**config.mk**
```make
export PLATFORM = sky130hd
export DESIGN_NAME = parking_ctrl_param
export DESIGN_NICKNAME = d
export VERILOG_FILES = /design/src/rtl/parking_pkg.sv /design/src/rtl/parking_ctrl_param_slot_finder.sv /design/src/rtl/parking_ctrl_param.sv
export SDC_FILE = /design/constraint.sdc
export NUM_CORES = 1
export LEC_CHECK = 0
export ABC_AREA = 0
export BUFFER_PORTS_ARGS = -buffer_cell sky130_fd_sc_hd__buf_4
export CORE_UTILIZATION = 35
export CTS_BUF_LIST = sky130_fd_sc_hd__clkbuf_4
export CTS_CLUSTER_SIZE = 14
export DETAILED_ROUTE_END_ITERATION = 6
export GPL_TIMING_DRIVEN = 0
export PLACE_DENSITY_LB_ADDON = 0.15
export SYNTH_ARGS = -nofsm -noshare
export SYNTH_HDL_FRONTEND = slang
export SYNTH_SLANG_ARGS = --single-unit
```
**constraint.sdc**
```tcl
create_clock -name clk -period 3.9 [get_ports clk]
set_input_delay 0.39 -clock clk [delete_from_list [all_inputs] [get_ports clk]]
set_output_delay 0.39 -clock clk [all_outputs]
set_load 0.05 [all_outputs]
```
**src/rtl/parking_pkg.sv**
```systemverilog
// Shared types and width helpers for the parking controller slice.
// Latency: n/a (declarations only).
// Backpressure: n/a.
package parking_pkg;

    typedef enum logic {
        IDLE = 1'b0,
        OPEN = 1'b1
    } gate_state_t;

    // Width of the saturating statistics counters (PARK_STATS_EN builds only).
    localparam int STATS_W = 16;

    // Bay index width; a 1-bit index is kept even for degenerate bay counts.
    function automatic int slot_w(input int n);
        return (n < 2) ? 1 : $clog2(n);
    endfunction

    // Free-bay count width; must hold the value n itself.
    function automatic int cnt_w(input int n);
        return $clog2(n + 1);
    endfunction

endpackage

```
**src/rtl/parking_ctrl_param_slot_finder.sv**
```systemverilog
// Lowest-index free-bay search over the free-bay bitmap.
// Latency: combinational, zero cycles.
// Backpressure: none; pure function of free_map.
//
// Ports: free_map (bit i = bay i free), free_idx (lowest free bay),
//        found (at least one bay is free).
module slot_finder #(
    parameter int NUM_SLOTS = 4,
    parameter int SLOT_W    = 2
) (
    input  logic [NUM_SLOTS-1:0] free_map,
    output logic [SLOT_W-1:0]    free_idx,
    output logic                 found
);

    // Scan from the top down so the lowest set bit is the last one written.
    always_comb begin
        free_idx = '0;
        found    = 1'b0;
        for (int i = NUM_SLOTS - 1; i >= 0; i--) begin
            if (free_map[i]) begin
                free_idx = SLOT_W'(i);
                found    = 1'b1;
            end
        end
    end

endmodule

```
**src/rtl/parking_ctrl_param.sv**
```systemverilog
// Parking bay allocator with timed entry gate, exit release and error pulses.
// Latency: outputs update one clk after the rising edge of a sensor is detected.
// Backpressure: none; entries while the gate is open or the lot is full are rejected.
//
// Ports: clk, reset (async active-low), entry_signal / exit_signal (level sensors),
//        exit_slot (bay being vacated), is_open, is_full, spots (occupancy bitmap),
//        capacity (free bays), location (last assigned bay), entry_reject, exit_error.
// Build option: define PARK_STATS_EN to add total_entries / total_rejects counters.
module parking_ctrl_param
    import parking_pkg::*;
#(
    parameter int NUM_SLOTS        = 4,
    parameter int GATE_OPEN_CYCLES = 3,
    parameter int SLOT_W           = slot_w(NUM_SLOTS),
    parameter int CNT_W            = cnt_w(NUM_SLOTS)
) (
    input  logic                 clk,
    input  logic                 reset,
    input  logic                 entry_signal,
    input  logic                 exit_signal,
    input  logic [SLOT_W-1:0]    exit_slot,
    output logic                 is_open,
    output logic                 is_full,
    output logic [NUM_SLOTS-1:0] spots,
    output logic [CNT_W-1:0]     capacity,
    output logic [SLOT_W-1:0]    location,
    output logic                 entry_reject,
    output logic                 exit_error
`ifdef PARK_STATS_EN
    ,
    output logic [STATS_W-1:0]   total_entries,
    output logic [STATS_W-1:0]   total_rejects
`endif
);

    localparam int TMR_W = $clog2(GATE_OPEN_CYCLES + 1);

    gate_state_t            state;
    logic [TMR_W-1:0]       timer;

    // Sensor history and the registered edge pulses acted on one cycle later.
    logic                   entry_q;
    logic                   exit_q;
    logic                   entry_edge_r;
    logic                   exit_edge_r;
    logic [SLOT_W-1:0]      exit_slot_r;

    logic [NUM_SLOTS-1:0]   exit_mask;
    logic [NUM_SLOTS-1:0]   alloc_mask;
    logic [NUM_SLOTS-1:0]   spots_post;
    logic [NUM_SLOTS-1:0]   free_map;
    logic [SLOT_W-1:0]      free_idx;
    logic                   free_found;
    logic                   exit_hit;
    logic                   exit_ok;
    logic                   alloc;
    logic                   reject;
    logic [CNT_W-1:0]       cap_next;

    // One-hot decode of the vacated bay; an out-of-range index decodes to zero,
    // so it can never match an occupied bay and falls through to exit_error.
    always_comb begin
        exit_mask = '0;
        for (int i = 0; i < NUM_SLOTS; i++) begin
            exit_mask[i] = (exit_slot_r == SLOT_W'(i));
        end
    end

    assign exit_hit   = |(exit_mask & spots);
    assign exit_ok    = exit_edge_r & exit_hit;

    // Exit is applied before allocation so a full lot can reuse the bay freed
    // in the same cycle.
    assign spots_post = exit_ok ? (spots & ~exit_mask) : spots;
    assign free_map   = ~spots_post;

    slot_finder #(
        .NUM_SLOTS (NUM_SLOTS),
        .SLOT_W    (SLOT_W)
    ) u_slot_finder (
        .free_map  (free_map),
        .free_idx  (free_idx),
        .found     (free_found)
    );

    assign alloc  = entry_edge_r & (state == IDLE) & free_found;
    assign reject = entry_edge_r & ~alloc;

    always_comb begin
        alloc_mask = '0;
        for (int i = 0; i < NUM_SLOTS; i++) begin
            alloc_mask[i] = alloc & (free_idx == SLOT_W'(i));
        end
    end

    assign cap_next = capacity + CNT_W'(exit_ok) - CNT_W'(alloc);

    always_ff @(posedge clk or negedge reset) begin
        if (!reset) begin
            state         <= IDLE;
            timer         <= '0;
            entry_q       <= 1'b0;
            exit_q        <= 1'b0;
            entry_edge_r  <= 1'b0;
            exit_edge_r   <= 1'b0;
            exit_slot_r   <= '0;
            spots         <= '0;
            capacity      <= CNT_W'(NUM_SLOTS);
            is_full       <= 1'b0;
            is_open       <= 1'b0;
            location      <= '0;
            entry_reject  <= 1'b0;
            exit_error    <= 1'b0;
`ifdef PARK_STATS_EN
            total_entries <= '0;
            total_rejects <= '0;
`endif
        end else begin
            entry_q      <= entry_signal;
            exit_q       <= exit_signal;
            entry_edge_r <= entry_signal & ~entry_q;
            exit_edge_r  <= exit_signal & ~exit_q;
            if (exit_signal && !exit_q) begin
                exit_slot_r <= exit_slot;
            end

            spots        <= spots_post | alloc_mask;
            capacity     <= cap_next;
            is_full      <= (cap_next == '0);
            entry_reject <= reject;
            exit_error   <= exit_edge_r & ~exit_hit;

            case (state)
                IDLE: begin
                    if (alloc) begin
                        state    <= OPEN;
                        timer    <= TMR_W'(GATE_OPEN_CYCLES);
                        is_open  <= 1'b1;
                        location <= free_idx;
                    end
                end
                OPEN: begin
                    // Timer holds the remaining open cycles including this one.
                    if (timer <= TMR_W'(1)) begin
                        state   <= IDLE;
                        is_open <= 1'b0;
                    end else begin
                        timer <= timer - TMR_W'(1);
                    end
                end
                default: begin
                    state   <= IDLE;
                    is_open <= 1'b0;
                end
            endcase

`ifdef PARK_STATS_EN
            if (alloc && (total_entries != '1)) begin
                total_entries <= total_entries + 1'b1;
            end
            if (reject && (total_rejects != '1)) begin
                total_rejects <= total_rejects + 1'b1;
            end
`endif
        end
    end

endmodule

```
---- Word level (Yosys, flattened, before mapping) ----
Cells that the tools add are included.
Widths: inputs -> output; s select.
storage, ports and cells
  register bits after elaboration ......... 22
  input port bits ......................... 6
  output and inout port bits .............. 13
  word-level logic and storage cells ...... 75
cells by class
  add/sub/neg operators ................... 3
  $lt $le $gt $ge ......................... 1
  equality and inequality tests ........... 9
  multiplexer cells ....................... 18
  bitwise gates (word level) .............. 21
  reductions and logical operators ........ 9
operator list
  kind                 number
  $mux 2               6
  $and 1x1->1          11
  $and 4x4->4          2
  $eq 2x2->1 const B   4
  $mux 1               8
  $not 4->4            2
  $reduce_and 2->1     3
  $not 1->1            5
  $eq 2x1->1 const B   2
  $logic_not 2->1      2
  $mux 4               1
  $ne 2x2->1 const B   2
  $or 4x4->4           1
  $pmux 1 s2           2
  $pmux 2 s2           1
  $reduce_or 4->1      1
  $add 3x1->3          1
  $logic_not 3->1      1
  $sub 3x1->3          1
  $le 2x1->1 const B   1
  $ne 2x1->1 const B   1
  $sub 2x1->2 const B  1
  $logic_and 1x1->1    1
  $logic_not 1->1      1

---- Logic depth before layout (Yosys ltp) ----
  word-level depth ........................ 13
  depth in mapped cells ................... 10
  gate-level depth less buffers ........... 10

---- Hierarchy ----
Synthesis repeated with hierarchy kept, for this count alone.
unflattened totals
  cell total of the unflattened synthesis .. 78
  area, all modules ....................... 919.6 um2
by module, submodules not included
  module              instances  cells an instance  area each (um2)  seq. area each (um2)
  parking_ctrl_param  1          71                 884.6            551.8
  slot_finder         1          7                  35.0             0.0

---- Least setup slack after synthesis ----
Ideal clock, no wire load.
  kind .................................... reg-to-reg
  start ................................... register spots[1]
  end ..................................... register is_full
  setup time .............................. 0.124 ns
  data arrival time ....................... 2.396 ns
  required time ........................... 3.776 ns
  setup slack ............................. 1.381 ns
  cell stages (with the launch flop) ...... 11
  path buffers ............................ 0
  period minus slack after synthesis ...... 2.519 ns
  cells stage by stage .................... dfrtp_1 > nand2_2 > o21ai_2 > inv_1 > ha_1 > inv_1 > ha_1 > fa_1 > xor2_1 > xnor2_1 > nor3_1
on the way
  word-level cells in the longest chain between the ends .. 12
  elaborated cells between the ends (all ways) .. 14
  those cells by class .................... add/sub: 2; mux: 5; bitwise: 5; reduce/logical: 2
RTL lines
  element                 line                                  RTL
  start, declared         parking_ctrl_param.sv:24              output logic [NUM_SLOTS-1:0] spots,
  start signal, assigned  parking_ctrl_param.sv:127             spots <= spots_post | alloc_mask;
  $and 4x4->4             parking_ctrl_param.sv:69              assign exit_hit = |(exit_mask & spots);
  $reduce_or 4->1         parking_ctrl_param.sv:69
  $and 1x1->1             parking_ctrl_param.sv:70              assign exit_ok = exit_edge_r & exit_hit;
  $mux 4                  parking_ctrl_param.sv:74              assign spots_post = exit_ok ? (spots & ~exit_mask) : spots;
  $not 4->4               parking_ctrl_param.sv:75              assign free_map = ~spots_post;
  $mux 1 (4 in series)    parking_ctrl_param_slot_finder.sv:21  if (free_map[i]) begin
  $and 1x1->1             parking_ctrl_param.sv:86              assign alloc = entry_edge_r & (state == IDLE) & free_found;
  $sub 3x1->3 (*)         parking_ctrl_param.sv:96              assign cap_next = capacity + CNT_W'(exit_ok) - CNT_W'(alloc);
  named net cap_next[2]   parking_ctrl_param.sv:58              logic [CNT_W-1:0] cap_next;
  $logic_not 3->1 (*)     parking_ctrl_param.sv:129             is_full <= (cap_next == '0);
  end signal, assigned    parking_ctrl_param.sv:129
  end, declared           parking_ctrl_param.sv:23              output logic is_full,
Mark *: on every way through the listed nets, which the timed path passes. The rest lies on a longest branch.
A chain may end at the register's enable or synchronous reset.

---- Worst setup path after layout ----
  start ................................... register exit_edge_r
  end ..................................... register is_full
on the way
  word-level cells in the longest chain between the ends .. 10
  elaborated cells between the ends (all ways) .. 11
  those cells by class .................... add/sub: 2; mux: 5; bitwise: 3; reduce/logical: 1
RTL lines
  element                 line                                  RTL
  start, declared         parking_ctrl_param.sv:45              logic exit_edge_r;
  start signal, assigned  parking_ctrl_param.sv:122             exit_edge_r <= exit_signal & ~exit_q;
  $and 1x1->1 (*)         parking_ctrl_param.sv:70
  $mux 4                  parking_ctrl_param.sv:74
  $not 4->4               parking_ctrl_param.sv:75
  $mux 1 (4 in series)    parking_ctrl_param_slot_finder.sv:21
  $and 1x1->1             parking_ctrl_param.sv:86
  $sub 3x1->3 (*)         parking_ctrl_param.sv:96
  named net cap_next[2]   parking_ctrl_param.sv:58
  $logic_not 3->1 (*)     parking_ctrl_param.sv:129
Marks and branches as above.

==> impl_metrics.yaml <==
placed_design:
  dp_hpwl_um: 1250
  port_buffers: 18
  place_congestion: 0.744
power_and_ir_drop:
  vdd_drop_max_mv: 0.509
  power_density_nw_per_um2: 868
  power.total_mw: 1.04
  leakagePower_nw: 0.555
layout:
  antenna_cells: 0
  syn_to_final_growth_pct: 21.5
  drive_gt1_share_pct: 27.8
  nets: 119
  seq_area_um2: 552
  fin_util_pct: 46.8
  fillCellCount: 261
  layout_common_cells: "dfrtp_1, buf_4, nand2_1, inv_1"
  final_common_cell: "dfrtp_1"
  multi_input_area_um2: 415
synth:
  synth_cell_types: 35
  yosys.area_share.simple_pct: 16.9
  ys.flop_type: "dfrtp_1"
  ys_seq_elements: 22
  synth.net_count: 95
  synth_cells: 85
  netlist_area_um2: 990
  ys_async_sr_fraction_pct: 100
  synth_compound_area_share_pct: 14.0
  yosys-top-cells-area: "dfrtp_1, ha_1, nor2b_1, dfstp_2, a21oi_1"
  muxShareOfSynthArea_pct: 3.41
  yosysSeqAreaShare_pct: 55.8
  synth-edff-count: 0
  synthXorXnorAreaFrac_pct: 1.77
  synth_fa_ha_area_share_pct: 5.82
  ys_warn_count: 0
  synth_top_family_by_area: "simple AND/OR/NAND/NOR gates"
  synth_top_cell_by_area: "dfrtp_1"
  synth_top_area_share_pct: 53.1
  synth_area_per_cell_um2: 11.6
sta:
  maxClockFrequency_mhz: 410
  final.period_utilization_pct: 62.6
  rsz0062_at_grt: "false"
  finalSetupTns_ps: 0
  clock_skew_ps: 9.53
  tightest_slew_ps: 293
  period_minus_slack_ps: 2440
  hold_violations: 0
  setup_viol: 0
  whs_ps: 182
  report.final.slew_viol_count: 0
  max_slew_margin_pct: 80.5
die:
  die_w_um: 55.2
  start_util_pct: 38.5
  fp.coreArea_um2: 2570
  num_io_pins: 19
  row_count: 18
  dieArea_um2: 3040
  fp.dieH_um: 55.2
routing:
  postRouteAntennaNets: 0
  routed_wl_um: 1760
  drt-wirelength-per-cell_um: 12.8
  vias: 704
  dr.pass1.iters: 2
  drc: 0
  drt_iter0_drc: 6
  viasPerCell: 5.10
clock_network:
  tritoncts: "done"
  path_clk_slew_ps: 130
  cts_num_sinks: 22
  cts_setup_buffers: 0
  h-tree-depth: 1
  cts_hold_buf: 1
  cts-resized-gates: 0
  clk_latency_ps: 310
  root_buffer: "clkbuf_4"
  clockBufferDepth: 2
  cts_made_buffers: 3
worst_setup_path:
  critPathMaxFanout: 7
  r2r_slack_ps: 1460
  critical_path_class: "flip-flop to flip-flop"
  startpoint_type: "flip-flop"
  reg2reg_to: "is_full"
  critical_path_buf_inv_count: 2
  cp_slowest_stage_delay_ps: 460
  worstPathRequired_ps: 4100
  r2r_start: "exit_edge_r"
  critPathCapture: "is_full"
  cp-end-kind: "flip-flop"
  worstPathArrival_ps: 2640
  crit_start: "exit_edge_r"
  cp_top_family: "adder cells"
  cp_num_cells: 10
  path_cells: "nand3b_1 > o21ai_2 > inv_1 > ha_1 > inv_1 > ha_1 > fa_1 > xor2_1 > xnor2_1 > nor3_1"
  reg2reg_depth: 10
  cp_slowest_cell: "dfrtp_1"
outcome:
  status: "complete, no violations"
hold_path:
  hold_class: "input port to flip-flop"
global_route:
  grt_pass1_wl_um: 3050
  grt_usage_pct: 14.6
  grt_start_max_net_pins: 23
  first_global_vias: 661
  grt-ovfl-total: 0
  antenna_found_initial: 0
flow_run:
  drv_cap: 0
==> cells in the mapped netlist, types with 2 or more instances <==
library cell,number
nor2b_2,2
ha_1,3
dfrtp_1,21
o21a_1,2
nor2_1,3
nand2_1,6
nand2b_1,3
nor2b_1,5
a21oi_1,5
inv_1,6
o21ai_0,5
==> registers in the layout, indices dropped and copies added, names as in the netlist, 2 cells and up <==
name	count
location	2
exit_slot_r	2
capacity	3
spots	4
timer	2
==> how the worst min path moves through the flow <==
stage	start	to	slack, ps	depth (start not counted)
after CTS	entry_signal	entry_q	170	1
final	entry_signal	entry_q	180	1
after global routing	entry_signal	entry_q	160	1
after detailed placement	reset	exit_slot_r[0]	300	1
after floorplan	reset	capacity[0]	90	0
after global placement	reset	exit_edge_r	300	1
==> area by class of cell <==
type                            instances  area share (%)
Clock buffer                            4            2.50
Timing Repair Buffer                   19            12.1
Tap cell                               30            3.12
Multi-Input combinational cell         57            34.5
Sequential cell                        22            45.9
Inverter                                6            1.87
==> logic make-up (layout without fill, tap and decap cells) <==
group,count (synthesis),count (layout)
xor gates and xnor gates,2,2
muxes,2,2
AOI/OAI and AO/OA,21,21
adders and majority gates,4,4
and+or+nand+nor,28,28
buffers and inverters,6,29
DFF,22,22
==> per-layer routing <==
layer	part of all wire [%]	GRT usage [%]	vias up
li1	-	-	344
met1	51	19.7	350
met2	45	22.5	8
met3	3.2	2.46	2
met4	0.57	7.50	0
met5	0	0	-
==> where the power goes <==
part           leakage, nW  internal (mW)  switching [mW]
Sequential           0.262          0.311          0.0769
Combinational        0.275          0.193           0.346
Clock               0.0184         0.0468          0.0707
Total                0.555          0.550           0.494
==> through the flow <==
step	instances	area, um^2	setup WS [ps]
6_report	138	1200	1460
3_3_place_gp	133	1160	1480
4_1_cts	138	1200	1410
5_1_grt	138	1200	1230
3_5_place_dp	133	1160	1430
2_1_floorplan	85	990	1380
(Power assumes the default switching activity.)
